File: config.mk
export PLATFORM = sky130hd
export DESIGN_NAME = multicycle_controller
export DESIGN_NICKNAME = d
export VERILOG_FILES = /design/src/rtl/multicycle_controller.sv
export SDC_FILE = /design/constraint.sdc
export NUM_CORES = 1
export LEC_CHECK = 0
export CORE_MARGIN = 4
export CORE_UTILIZATION = 42
export DETAILED_ROUTE_END_ITERATION = 8
export GPL_ROUTABILITY_DRIVEN = 0
export GPL_TIMING_DRIVEN = 0
export PLACE_DENSITY = 0.79
export SYNTH_ARGS = -nofsm -noshare
export SYNTH_HDL_FRONTEND = slang
export SYNTH_SLANG_ARGS = --single-unit
File: constraint.sdc
create_clock -name clk -period 2 [get_ports clk]
set_input_delay 0.4 -clock clk [delete_from_list [all_inputs] [get_ports clk]]
set_output_delay 0.4 -clock clk [all_outputs]
set_load 0.005 [all_outputs]
File: src/rtl/multicycle_controller.sv
// Multi-cycle control FSM for the MIPS-subset CPU.
// Sequences FETCH/DECODE/EXEC/MEM/WB over a shared ALU and one memory port.
module multicycle_controller #(
  parameter int MEM_TIMEOUT = 255,
  parameter int CNT_W       = 16
) (
  input  logic             clk,
  input  logic             reset_n,
  input  logic [31:0]      Instr,
  input  logic             Zero,
  input  logic             MemAck,
  output logic             MemReq,
  output logic             MemWr,
  output logic             IorD,
  output logic             IRWr,
  output logic             PCWr,
  output logic [1:0]       PCSrc,
  output logic             TargetWr,
  output logic             RegWr,
  output logic [1:0]       RegDst,
  output logic [1:0]       MemToReg,
  output logic             ALUsrcA,
  output logic [1:0]       ALUsrcB,
  output logic [2:0]       ALUcntrl,
  output logic             Trap,
  output logic [1:0]       TrapCause,
  output logic [2:0]       State,
  output logic [CNT_W-1:0] InstrCount
);

  typedef enum logic [2:0] {
    IDLE   = 3'd0,
    FETCH  = 3'd1,
    DECODE = 3'd2,
    EXEC   = 3'd3,
    MEM    = 3'd4,
    WB     = 3'd5,
    TRAP   = 3'd6
  } state_t;

  state_t           state;
  state_t           next;
  logic [7:0]       wait_ctr;
  logic [1:0]       cause;
  logic [1:0]       cause_next;
  logic [CNT_W-1:0] count;

  logic [5:0] op;
  logic [5:0] funct;
  logic       rtype;
  logic       is_add;
  logic       is_slt;
  logic       is_jr;
  logic       is_addi;
  logic       is_beq;
  logic       is_bne;
  logic       is_lw;
  logic       is_sw;
  logic       is_jal;
  logic       legal;
  logic       mem_wait;
  logic       timeout;
  logic       unused;

  assign op     = Instr[31:26];
  assign funct  = Instr[5:0];
  assign unused = ^Instr[25:6];

  assign rtype   = (op == 6'b000000);
  assign is_add  = rtype && (funct == 6'b100000 || funct == 6'b100001);
  assign is_slt  = rtype && (funct == 6'b101010);
  assign is_jr   = rtype && (funct == 6'b001000);
  assign is_addi = (op == 6'b001000) || (op == 6'b001001);
  assign is_beq  = (op == 6'b000100);
  assign is_bne  = (op == 6'b000101);
  assign is_lw   = (op == 6'b100011);
  assign is_sw   = (op == 6'b101011);
  assign is_jal  = (op == 6'b000011);

  assign legal = is_add | is_slt | is_jr | is_addi | is_beq |
                 is_bne | is_lw | is_sw | is_jal;

  // Ack in the cycle the counter reads MEM_TIMEOUT-1 still wins.
  assign mem_wait = (state == FETCH) || (state == MEM);
  assign timeout  = mem_wait && !MemAck &&
                    (wait_ctr == 8'(MEM_TIMEOUT - 1));

  always_ff @(posedge clk) begin
    if (!reset_n) begin
      state    <= IDLE;
      cause    <= 2'd0;
      count    <= '0;
      wait_ctr <= 8'd0;
    end else begin
      state <= next;
      cause <= cause_next;
      if (state == FETCH && MemAck)
        count <= count + CNT_W'(1);
      if (mem_wait && !MemAck && !timeout)
        wait_ctr <= wait_ctr + 8'd1;
      else
        wait_ctr <= 8'd0;
    end
  end

  always_comb begin
    next       = state;
    cause_next = cause;
    MemReq     = 1'b0;
    MemWr      = 1'b0;
    IorD       = 1'b0;
    IRWr       = 1'b0;
    PCWr       = 1'b0;
    PCSrc      = 2'd0;
    TargetWr   = 1'b0;
    RegWr      = 1'b0;
    RegDst     = 2'd0;
    MemToReg   = 2'd0;
    ALUsrcA    = 1'b0;
    ALUsrcB    = 2'd0;
    ALUcntrl   = 3'd0;
    unique case (state)
      IDLE: next = FETCH;
      FETCH: begin
        MemReq  = 1'b1;
        ALUsrcB = 2'd1;
        if (MemAck) begin
          IRWr = 1'b1;
          PCWr = 1'b1;
          next = DECODE;
        end else if (timeout) begin
          next       = TRAP;
          cause_next = 2'd2;
        end
      end
      DECODE: begin
        ALUsrcB  = 2'd3;
        TargetWr = 1'b1;
        if (legal) begin
          next = EXEC;
        end else begin
          next       = TRAP;
          cause_next = 2'd1;
        end
      end
      EXEC: begin
        unique case (1'b1)
          is_add, is_slt: begin
            ALUsrcA  = 1'b1;
            ALUcntrl = is_slt ? 3'd3 : 3'd0;
            next     = WB;
          end
          is_addi, is_lw, is_sw: begin
            ALUsrcA = 1'b1;
            ALUsrcB = 2'd2;
            next    = is_addi ? WB : MEM;
          end
          is_beq, is_bne: begin
            ALUsrcA  = 1'b1;
            ALUcntrl = 3'd1;
            PCSrc    = 2'd1;
            PCWr     = is_beq ? Zero : ~Zero;
            next     = FETCH;
          end
          is_jr: begin
            PCSrc = 2'd3;
            PCWr  = 1'b1;
            next  = FETCH;
          end
          is_jal: begin
            RegWr    = 1'b1;
            RegDst   = 2'd2;
            MemToReg = 2'd2;
            PCSrc    = 2'd2;
            PCWr     = 1'b1;
            next     = FETCH;
          end
          default: begin
            next       = TRAP;
            cause_next = 2'd1;
          end
        endcase
      end
      MEM: begin
        MemReq = 1'b1;
        IorD   = 1'b1;
        MemWr  = is_sw;
        if (MemAck) begin
          next = is_sw ? FETCH : WB;
        end else if (timeout) begin
          next       = TRAP;
          cause_next = 2'd2;
        end
      end
      WB: begin
        RegWr = 1'b1;
        if (is_lw)
          MemToReg = 2'd1;
        else if (!is_addi)
          RegDst = 2'd1;
        next = FETCH;
      end
      TRAP: next = TRAP;
      default: next = IDLE;
    endcase
  end

  assign Trap       = (state == TRAP);
  assign TrapCause  = cause;
  assign State      = state;
  assign InstrCount = count;

endmodule
Word level (Yosys, flattened, before mapping)
Cells that the tools add are included.
{"block": "totals", "inputBits": 36, "out_inout_bits": 41, "register_bits": 29}
{"block": "op_classes", "n_mux": 39, "n_eq_ne": 22, "bitwise_logic": 9, "n_addsub": 2, "reduce_logical": 26}
{"op": "$eq 6x6->1 const B", "count": 5}
{"op": "$eq 6x4->1 const B", "count": 3}
{"op": "$mux 2", "count": 9}
{"op": "$pmux 2 s3", "count": 3}
{"op": "$pmux 3 s6", "count": 1}
{"op": "$add 16x1->16 const B", "count": 1}
{"op": "$mux 3", "count": 5}
{"op": "$mux 1", "count": 14}
{"op": "$eq 6x3->1 const B", "count": 2}
{"op": "$pmux 2 s2", "count": 3}
{"op": "$reduce_or 2->1", "count": 5}
{"op": "$eq 3x3->1 const B", "count": 3}
{"op": "$pmux 3 s3", "count": 1}
{"op": "$reduce_or 9->1", "count": 1}
{"op": "$add 8x1->8 const B", "count": 1}
{"op": "$eq 8x8->1 const B", "count": 1}
{"op": "$or 1x1->1", "count": 8}
{"op": "$logic_and 1x1->1", "count": 7}
{"op": "$reduce_or 7->1", "count": 1}
{"op": "$eq 3x2->1 const B", "count": 2}
{"op": "$eq 6x2->1 const B", "count": 1}
{"op": "$logic_not 6->1", "count": 1}
{"op": "$ne 2x2->1 const B", "count": 3}
{"op": "$pmux 1 s2", "count": 3}
{"op": "other kinds (11)", "count": 14}

Logic depth before layout (Yosys ltp)
Gate-level depths: netlist of run 1.
{"block": "depth", "depth_word": 13, "ltp_mapped": 8}

Worst setup path after synthesis of run 1
No wires, ideal clock.
{"block": "synth_timing", "kind": "input port to output port", "startpoint": "input Instr[28]", "endpoint": "output PCWr", "t_arrival_ns": 1.588, "required_time_ns": 1.600, "slack_ns": 0.012, "path_buffers": 1, "path_stages": 6, "path_cell_list": "buf_6 -> or4b_4 -> or2_2 -> nor2_1 -> nor2_1 -> o21ai_0"}
{"block": "synth_between", "elab_chain_cells": 5, "word_cells_on_any_way": 10, "cone_classes": "3 x eq/ne; 3 x mux; 4 x reduce/logical"}
{"item": "start, declared", "line": "9", "text": "input logic [31:0] Instr,"}
{"item": "$logic_not 6->1", "line": "69", "text": "assign rtype = (op == 6'b000000);"}
{"item": "$logic_and 1x1->1", "line": "72", "text": "assign is_jr = rtype && (funct == 6'b001000);"}
{"item": "$reduce_or 2->1 (no line)"}
{"item": "$pmux 1 s2 (*)", "line": "147", "text": "unique case (1'b1)"}
{"item": "$pmux 1 s2 (*)", "line": "122", "text": "unique case (state)"}
{"item": "end, declared", "line": "16", "text": "output logic PCWr,"}
Every way passes the cells marked *; elsewhere a longest branch is shown, timed or not.

Final worst setup path of run 1
{"block": "layout_timing", "startpoint": "input Instr[29]", "endpoint": "output PCWr"}
The elaborated chain is that of the path after synthesis.

==> results of run 1 <==
==> logic make-up after synthesis <==
kind of cell             count (synthesis)
AO/OA/AOI/OAI                           32
XOR/XNOR                                25
adder cells (fa/ha/maj)                  3
buffers and inverters                   15
flip-flops                              29
other                                    1
AND/OR/NAND/NOR                        118
==> critical path, cell delays in order <==
cell	delay [ns]
sky130_fd_sc_hd__buf_12	0.10
sky130_fd_sc_hd__or4b_4	0.53
sky130_fd_sc_hd__or2_4	0.27
sky130_fd_sc_hd__nor2_2	0.09
sky130_fd_sc_hd__nor2_1	0.04
sky130_fd_sc_hd__o21ai_1	0.12
sky130_fd_sc_hd__buf_2	0.12
==> layout by cell type, fill, tap and decap left out, types with 3 or more instances in the layout <==
master and count:
sky130_fd_sc_hd__xnor2_1 17, sky130_fd_sc_hd__nand2b_4 3, sky130_fd_sc_hd__nand3_1 9, sky130_fd_sc_hd__and4_1 4, sky130_fd_sc_hd__dlygate4sd2_1 10, sky130_fd_sc_hd__buf_6 4
sky130_fd_sc_hd__and3_1 7, sky130_fd_sc_hd__clkbuf_8 7, sky130_fd_sc_hd__nand2_1 20, sky130_fd_sc_hd__o21ai_0 3, sky130_fd_sc_hd__a31oi_1 3, sky130_fd_sc_hd__buf_4 12
sky130_fd_sc_hd__and2_1 16, sky130_fd_sc_hd__dlymetal6s2s_1 3, sky130_fd_sc_hd__nand3b_1 3, sky130_fd_sc_hd__clkdlybuf4s50_1 26, sky130_fd_sc_hd__dfxtp_1 26, sky130_fd_sc_hd__nor2_1 18
sky130_fd_sc_hd__xor2_1 8, sky130_fd_sc_hd__ha_1 3, sky130_fd_sc_hd__buf_2 8, sky130_fd_sc_hd__nor2_2 3, sky130_fd_sc_hd__clkbuf_2 5, sky130_fd_sc_hd__a21oi_2 3
sky130_fd_sc_hd__clkbuf_1 3, sky130_fd_sc_hd__nand4_1 6, sky130_fd_sc_hd__nor2b_1 4, sky130_fd_sc_hd__a21oi_1 5
==> routing by layer <==
metal  wire (µm)  vias to the layer above  part of all wire [%]
met5           0                        -                     0
li1            -                      917                     -
met4          66                        0                   1.4
met2        2400                       48                    50
met1        2120                      866                    44
met3         253                        7                   5.2
==> flip-flops by register name, summed over array words and instances, names as in the netlist <==
register,flops
State,3
TrapCause,2
InstrCount,16
wait_ctr,8
==> per-stage QoR <==
| step | hold slack (ns) | cell area [µm²] |
|---|---|---|
| detailed placement | 0.476 | 2400 |
| global route | 0.536 | 2710 |
| global placement | 0.470 | 2400 |
| floorplan | 0.453 | 1800 |
| CTS | 0.503 | 2640 |
| finish | 0.493 | 2710 |
==> layout make-up <==
class,instances,area (µm²),share of cell area [%]
clock inverters,2,10.0,0.369
inverters,4,15.0,0.554
repair buffers,65,589,21.7
plain buffers,11,97.6,3.60
well taps,50,62.6,2.31
flip-flops and latches,29,587,21.7
clock buffers,6,72.6,2.68
multi-input cells,179,1280,47.1
==> what timing repair did <==
| item | 4_1_cts | 5_1_grt |
|---|---|---|
| hold buffers | 0 | 0 |
| setup buffers | 9 | 2 |
| cloned | 0 | 0 |
| setup endpoints to repair | 20 | 12 |
| gates resized for setup | 99 | 27 |
| pin swaps | 11 | 7 |
==> power groups by stage <==
stage / Sequential (mW) / Clock, mW / Combinational, mW
floorplan: 0.632 / 0 / 0.203
finish: 0.634 / 0.459 / 0.500
detailed placement: 0.636 / 0 / 0.388
CTS: 0.630 / 0.474 / 0.467
global route: 0.637 / 0.491 / 0.541
global placement: 0.636 / 0 / 0.385
==> Yosys cell counts (2+ instances only) <==
cell type	n	area, µm²
sky130_fd_sc_hd__and2_1	16	100
sky130_fd_sc_hd__and3_1	8	50.1
sky130_fd_sc_hd__a21boi_0	2	15.0
sky130_fd_sc_hd__o21ai_0	5	25.0
sky130_fd_sc_hd__nand3b_1	3	22.5
sky130_fd_sc_hd__nor4_1	2	12.5
sky130_fd_sc_hd__nand4_1	6	37.5
sky130_fd_sc_hd__nor3_1	3	15.0
sky130_fd_sc_hd__a21o_1	2	15.0
sky130_fd_sc_hd__xor2_1	8	70.1
sky130_fd_sc_hd__a21oi_1	8	40.0
sky130_fd_sc_hd__buf_2	2	10.0
sky130_fd_sc_hd__xnor2_1	17	149
sky130_fd_sc_hd__nor3b_1	2	15.0
sky130_fd_sc_hd__nor2_1	21	78.8
sky130_fd_sc_hd__dfxtp_1	29	581
sky130_fd_sc_hd__ha_1	3	37.5
sky130_fd_sc_hd__a31oi_1	4	25.0
sky130_fd_sc_hd__o22ai_1	2	12.5
sky130_fd_sc_hd__nand2b_1	6	37.5
sky130_fd_sc_hd__nand3_1	11	55.1
sky130_fd_sc_hd__nand2_1	22	82.6
sky130_fd_sc_hd__clkbuf_1	5	18.8
sky130_fd_sc_hd__inv_1	3	11.3
sky130_fd_sc_hd__buf_4	2	15.0
sky130_fd_sc_hd__and4_1	4	35.0
sky130_fd_sc_hd__nor2b_1	5	31.3
==> final timing paths <==
kind              slack, ns  cells past startpoint         start             end
hold reg to reg        0.49                      2  TrapCause[0]    TrapCause[0]
setup reg to reg       0.23                      9      State[0]  InstrCount[15]
setup / recovery      -0.08                      7     Instr[29]            PCWr
hold / removal         0.49                      2  TrapCause[0]    TrapCause[0]
==> impl_metrics.prom, run 1 <==
# TYPE chip_impl_metric gauge
chip_impl_metric{name="ys_types",unit=""} 49
chip_impl_metric{name="final_hold_viol_count",unit=""} 0
chip_impl_metric{name="diodes",unit=""} 0
chip_impl_info{name="violations",value="setup timing"} 1
chip_impl_metric{name="vias",unit=""} 1838
chip_impl_metric{name="place.detailed.hpwl",unit="µm"} 3310
chip_impl_metric{name="max_cap_viol_count",unit=""} 0
chip_impl_metric{name="wl",unit="µm"} 4840
chip_impl_metric{name="cts-buffers-inserted",unit=""} 5
chip_impl_metric{name="drtAntennaViolNets",unit=""} 0
chip_impl_metric{name="detail_route.first_pass.iterations",unit=""} 4
chip_impl_metric{name="utilization",unit="%"} 66.8
chip_impl_metric{name="cp.required",unit="ns"} 1.60
chip_impl_metric{name="power_density_of_the_placed_cells",unit="nW/µm²"} 588
chip_impl_metric{name="synth_compound_area_share",unit="%"} 12.7
chip_impl_metric{name="layout.nets",unit=""} 334
chip_impl_metric{name="ys_seq_area_share",unit="%"} 32.3
chip_impl_info{name="synth_top_family_by_area",value="simple AND/OR/NAND/NOR gates"} 1
chip_impl_metric{name="grt_pass1_wl",unit="µm"} 7850
chip_impl_metric{name="detail_route.iter0.violations",unit=""} 61
chip_impl_metric{name="placed_cells_incl_taps",unit=""} 327
chip_impl_metric{name="synth_area_in_xor_xnor",unit="%"} 12.2
chip_impl_metric{name="fp-row-count",unit=""} 23
chip_impl_metric{name="pwr-share-comb",unit="%"} 31.4
chip_impl_metric{name="worstPathMaxFanout",unit=""} 4
chip_impl_metric{name="totalNegativeSetupSlack",unit="ns"} -0.0841
chip_impl_metric{name="power_report.internal_total",unit="mW"} 1.11
chip_impl_metric{name="synthSimpleGateAreaFrac",unit="%"} 36.4
chip_impl_metric{name="synthesis.nets",unit=""} 262
chip_impl_metric{name="report.final.slew_viol_count",unit=""} 0
chip_impl_metric{name="synth.mux.area_fraction",unit="%"} 0
chip_impl_metric{name="total_switching_power",unit="µW"} 487
chip_impl_metric{name="core_area",unit="µm²"} 4060
chip_impl_metric{name="grt_usage",unit="%"} 18.3
chip_impl_metric{name="cts.reportedPaths.clkPinSlew",unit="ns"} 0.06
chip_impl_info{name="run_status",value="complete, but fails checks"} 1
chip_impl_info{name="global_route.peak_usage_layer",value="met2"} 1
chip_impl_metric{name="grt_antenna_before_repair",unit=""} 0
chip_impl_metric{name="detail_route.drc_violations",unit=""} 0
chip_impl_metric{name="synthAdderAreaFrac",unit="%"} 2.09
chip_impl_metric{name="layout_setup_ws",unit="ns"} -0.0841
chip_impl_metric{name="finalPower",unit="mW"} 1.59
chip_impl_metric{name="clock_latency",unit="ns"} 0.28
chip_impl_metric{name="drive_above_1_share",unit="%"} 26.4
chip_impl_metric{name="n_fill_cell",unit=""} 350
chip_impl_info{name="timing.critical_path.from_type",value="input pin"} 1
chip_impl_metric{name="final.min_clock_period",unit="ns"} 2.08
chip_impl_metric{name="cts_max_level",unit=""} 2
chip_impl_metric{name="finalSetupViolations",unit=""} 1
chip_impl_metric{name="initial_utilization",unit="%"} 44.3
chip_impl_metric{name="cells_after_synthesis",unit=""} 223
chip_impl_metric{name="leakage_power",unit="nW"} 1.15
chip_impl_info{name="setup.worst_path.end_class",value="primary output"} 1
chip_impl_metric{name="grt_start_max_net_pins",unit=""} 11
chip_impl_metric{name="max-vdd-ir-drop",unit="µV"} 350
chip_impl_metric{name="synthesis.yosys.warnings",unit=""} 0
chip_impl_info{name="critPathKind",value="in2out"} 1
chip_impl_metric{name="drt-wirelength-per-cell",unit="µm"} 14.0
chip_impl_info{name="tritoncts",value="built"} 1
chip_impl_metric{name="die_footprint",unit="µm²"} 5390
chip_impl_metric{name="critPathArrivalTime",unit="ns"} 1.68
chip_impl_metric{name="final.period_utilization",unit="%"} 104
chip_impl_metric{name="final_cell_count_without_fillers",unit=""} 346
chip_impl_metric{name="netlist_area",unit="µm²"} 1800
chip_impl_metric{name="vias_in_the_first_global_route",unit=""} 1758
chip_impl_metric{name="synthesis.area_per_instance",unit="µm²"} 8.06
chip_impl_metric{name="global_route_met1_usage",unit="%"} 22.3
chip_impl_metric{name="ratio_of_routed_vias_to_standard_cells",unit=""} 5.31
chip_impl_metric{name="grt_use_met2",unit="%"} 31.9
chip_impl_metric{name="max_clock_freq",unit="MHz"} 480
chip_impl_metric{name="fin_worst_skew",unit="ns"} 0.00523
chip_impl_metric{name="die_height",unit="µm"} 73.4
chip_impl_metric{name="cts_buffer_depth",unit=""} 2
chip_impl_metric{name="dpl_worst_slack",unit="ns"} -1.07
chip_impl_metric{name="synth-async-reset-ratio",unit="%"} 0
chip_impl_metric{name="globalRouteOverflowTotal",unit=""} 0
chip_impl_info{name="worst_hold_path_type",value="reg2reg"} 1
chip_impl_metric{name="port-buffer-count",unit=""} 54
chip_impl_metric{name="synth_enable_flop_cells",unit=""} 0
chip_impl_metric{name="syn2layout_area_growth",unit="%"} 50.8
chip_impl_metric{name="synth_seq_cells",unit=""} 29
chip_impl_info{name="cts_root_buf",value="sky130_fd_sc_hd__clkbuf_8"} 1
chip_impl_metric{name="clkPwrFrac",unit="%"} 28.8
chip_impl_metric{name="die_width",unit="µm"} 73.4
chip_impl_metric{name="numClockSinks",unit=""} 29
chip_impl_metric{name="p_seq_share",unit="%"} 39.8
chip_impl_metric{name="swShare",unit="%"} 30.6
chip_impl_info{name="dominantRegCellSynth",value="sky130_fd_sc_hd__dfxtp_1"} 1
chip_impl_info{name="rsz0062_at_grt",value="true"} 1
chip_impl_metric{name="global_route.usage.met3",unit="%"} 3.83
chip_impl_metric{name="io-pin-count",unit=""} 77
No activity file was read; power rests on OpenSTA's default activity.
==> inputs of run 2 (changes only) <==
--- a/config.mk
+++ b/config.mk
@@ -5,7 +5,7 @@
 export SDC_FILE = /design/constraint.sdc
 export NUM_CORES = 1
 export LEC_CHECK = 0
-export CORE_MARGIN = 4
+export CORE_MARGIN = 2
 export CORE_UTILIZATION = 42
 export DETAILED_ROUTE_END_ITERATION = 8
 export GPL_ROUTABILITY_DRIVEN = 0
==> run 2 against run 1 <==
- the run still ends with setup timing left
- core utilization rose by 1.5 points
- count of clock-buffer cells in the layout up 1
- combinational power is 4.2% higher
- clock power is 17% higher
- design area grew 2.3%
- non-clock buffer count grew 9
- largest cell class unchanged
- fmax is 0.32% lower
- critical endpoint unchanged
==> impl_metrics.prom, run 2 (synthesis results as in run 1) <==
# TYPE chip_impl_metric gauge
chip_impl_metric{name="max_cap_viol_count",unit=""} 0
chip_impl_metric{name="ratio_of_routed_vias_to_standard_cells",unit=""} 5.35
chip_impl_metric{name="io-pin-count",unit=""} 77
chip_impl_metric{name="ff2ff_setup_slack",unit="ns"} 0.22
chip_impl_metric{name="placed_area",unit="µm²"} 2400
chip_impl_info{name="cts_root_buf",value="sky130_fd_sc_hd__clkbuf_8"} 1
chip_impl_metric{name="vias_in_the_first_global_route",unit=""} 1767
chip_impl_metric{name="cts-buffers-inserted",unit=""} 5
chip_impl_metric{name="layout.nets",unit=""} 343
chip_impl_metric{name="die_footprint",unit="µm²"} 4820
chip_impl_metric{name="critPathArrivalTime",unit="ns"} 1.69
chip_impl_metric{name="utilization",unit="%"} 68.3
chip_impl_metric{name="r2r.worst_path.cells",unit=""} 9
chip_impl_metric{name="worstPathMaxFanout",unit=""} 3
chip_impl_info{name="regToRegStartpoint",value="State[2]"} 1
chip_impl_metric{name="final.min_clock_period",unit="ns"} 2.09
chip_impl_info{name="min_delay_worst_endpoint",value="wait_ctr[0]"} 1
chip_impl_metric{name="grt_pass1_wl",unit="µm"} 8130
chip_impl_metric{name="stdcell_area",unit="µm²"} 2770
chip_impl_metric{name="layout_setup_ws",unit="ns"} -0.0908
chip_impl_metric{name="clock_latency",unit="ns"} 0.28
chip_impl_metric{name="detail_route.first_pass.iterations",unit=""} 4
chip_impl_info{name="violations",value="setup timing"} 1
chip_impl_info{name="path_cells",value="buf_12 > or4b_4 > or2_4 > nor2_4 > nor2_1 > o21ai_1 > buf_2"} 1
chip_impl_metric{name="n_fill_cell",unit=""} 328
chip_impl_metric{name="fp-row-count",unit=""} 23
chip_impl_metric{name="detail_route.drc_violations",unit=""} 0
chip_impl_info{name="rsz0062_at_grt",value="true"} 1
chip_impl_metric{name="globalRouteOverflowTotal",unit=""} 0
chip_impl_info{name="run_status",value="complete, but fails checks"} 1
chip_impl_metric{name="leakage_power",unit="nW"} 1.23
chip_impl_metric{name="final_hold_viol_count",unit=""} 0
chip_impl_metric{name="syn2layout_area_growth",unit="%"} 54.2
chip_impl_metric{name="place.detailed.hpwl",unit="µm"} 3290
chip_impl_info{name="critical_path.reg2reg.endpoint",value="InstrCount[15]"} 1
chip_impl_info{name="final_cell_mix",value="sky130_fd_sc_hd__dfxtp_1 (26), sky130_fd_sc_hd__clkdlybuf4s50_1 (25), sky130_fd_sc_hd__buf_4 (22), sky130_fd_sc_hd__nand2_1 (20), sky130_fd_sc_hd__nor2_1 (18)"} 1
chip_impl_metric{name="cts_max_level",unit=""} 2
chip_impl_metric{name="power_density_of_the_placed_cells",unit="nW/µm²"} 609
chip_impl_metric{name="die_height",unit="µm"} 69.4
chip_impl_metric{name="grt_usage",unit="%"} 20.6
chip_impl_metric{name="grt_antenna_before_repair",unit=""} 0
chip_impl_metric{name="final.period_utilization",unit="%"} 105
chip_impl_info{name="critPathTopFamily",value="simple AND/OR/NAND/NOR gates"} 1
chip_impl_info{name="setup.worst_path.end_class",value="primary output"} 1
chip_impl_metric{name="cp.required",unit="ns"} 1.60
chip_impl_metric{name="drt-wirelength-per-cell",unit="µm"} 14.4
chip_impl_metric{name="diodes",unit=""} 0
chip_impl_metric{name="initial_utilization",unit="%"} 44.3
chip_impl_metric{name="core_area",unit="µm²"} 4060
chip_impl_info{name="timing.critical_path.from_type",value="input pin"} 1
chip_impl_metric{name="detail_route.iter0.violations",unit=""} 80
chip_impl_metric{name="grt_start_max_net_pins",unit=""} 11
chip_impl_info{name="layout.cells.most_common",value="sky130_fd_sc_hd__dfxtp_1"} 1
chip_impl_info{name="tritoncts",value="built"} 1
chip_impl_metric{name="max_clock_freq",unit="MHz"} 478
chip_impl_metric{name="ctsHoldBuffers",unit=""} 0
chip_impl_metric{name="cts_buffer_depth",unit=""} 2
chip_impl_info{name="worst_hold_path_type",value="reg2reg"} 1
chip_impl_metric{name="worst_path_largest_cell_delay",unit="ns"} 0.53
chip_impl_info{name="worst_hold_startpoint",value="wait_ctr[0]"} 1
chip_impl_metric{name="largest_register_ff_count",unit=""} 16
chip_impl_metric{name="wl",unit="µm"} 5100
chip_impl_metric{name="max-vdd-ir-drop",unit="µV"} 459
chip_impl_metric{name="report.final.slew_viol_count",unit=""} 0
chip_impl_metric{name="vias",unit=""} 1898
chip_impl_metric{name="critical_path_buf_inv_count",unit=""} 2
chip_impl_metric{name="worst_hold_path.num_cells",unit=""} 1
chip_impl_info{name="critPathSlowestCell",value="sky130_fd_sc_hd__or4b_4"} 1
chip_impl_metric{name="die_width",unit="µm"} 69.4
chip_impl_metric{name="numClockSinks",unit=""} 29
chip_impl_metric{name="drtAntennaViolNets",unit=""} 0
chip_impl_metric{name="finalSetupViolations",unit=""} 3
chip_impl_metric{name="drive_above_1_share",unit="%"} 27.9
chip_impl_metric{name="dpl_worst_slack",unit="ns"} -1.09
chip_impl_info{name="critPathKind",value="in2out"} 1
chip_impl_metric{name="cts.reportedPaths.clkPinSlew",unit="ns"} 0.06
chip_impl_metric{name="port-buffer-count",unit=""} 54
chip_impl_metric{name="fin_worst_skew",unit="ns"} 0.00180
==> run 2: cell types whose count changed in the layout (fill, tap and decap cells not counted), moves of 2 or more <==
cell                             previous run  this run
sky130_fd_sc_hd__buf_2                      8        12
sky130_fd_sc_hd__buf_4                     12        22
sky130_fd_sc_hd__dlygate4sd2_1             10         6
sky130_fd_sc_hd__dlymetal6s2s_1             3         6
sky130_fd_sc_hd__nor2_2                     3         1
sky130_fd_sc_hd__nor2_4                     0         2
==> run 2: worst register-to-register path, cell delays in order, from the launching register on <==
cell and delay, ns:
sky130_fd_sc_hd__dfxtp_2 0.33, sky130_fd_sc_hd__and2b_2 0.28, sky130_fd_sc_hd__nand3_4 0.10, sky130_fd_sc_hd__inv_2 0.08
sky130_fd_sc_hd__buf_4 0.14, sky130_fd_sc_hd__and3_1 0.16, sky130_fd_sc_hd__buf_2 0.15, sky130_fd_sc_hd__nand4_1 0.13
sky130_fd_sc_hd__xnor2_1 0.15, sky130_fd_sc_hd__and2_1 0.15
==> run 2: worst max path at each step <==
| stage | start | slack, ns | end | cells after the start |
|---|---|---|---|---|
| 6_report | Instr[29] | -0.09 | PCWr | 7 |
| 3_5_place_dp | Instr[31] | -1.09 | PCWr | 7 |
| 5_1_grt | Instr[27] | -0.14 | PCWr | 8 |
| 4_1_cts | State[2] | -0.13 | MemReq | 4 |
| 2_1_floorplan | Instr[28] | 0.01 | PCWr | 6 |
| 3_3_place_gp | Instr[31] | -1.07 | PCWr | 7 |
==> run 2: area by class of cell <==
class | count | area [µm²] | share of cell area [%]
Buffer | 11 | 91.3 | 3.30
Sequential cell | 29 | 589 | 21.3
Tap cell | 50 | 62.6 | 2.26
Inverter | 4 | 15.0 | 0.542
Clock buffer | 7 | 96.3 | 3.48
Timing Repair Buffer | 74 | 643 | 23.2
Clock inverter | 1 | 5.00 | 0.181
Multi-Input combinational cell | 179 | 1270 | 45.8
==> run 2: per-layer routing <==
layer	up-vias	GRT usage (%)	wire, µm
met1	908	25.3	2240
met2	49	36.1	2570
met3	6	4.65	230
met5	-	0	0
li1	935	-	-
met4	0	5.23	57
==> run 2: stage by stage <==
step | power, mW | instances | setup TNS (ns) | hold WS [ns]
3_3_place_gp | 1.02 | 327 | -11.96 | 0.469
2_1_floorplan | 0.836 | 223 | 0 | 0.453
6_report | 1.69 | 355 | -0.196 | 0.488
5_1_grt | 1.76 | 355 | -0.296 | 0.519
4_1_cts | 1.63 | 347 | -0.407 | 0.491
3_5_place_dp | 1.03 | 327 | -12.70 | 0.477
==> run 2: power by group <==
group	internal [mW]	switching [mW]
sequential	0.603	0.0293
clock	0.310	0.225
combinational	0.276	0.245
==> run 2: timing repair <==
item | 4_1_cts | 5_1_grt
buffers inserted | 12 | 9
endpoints found under the hold margin | 0 | 0
pin swaps | 12 | 10
resized for setup | 106 | 25
setup endpoints to repair | 20 | 15
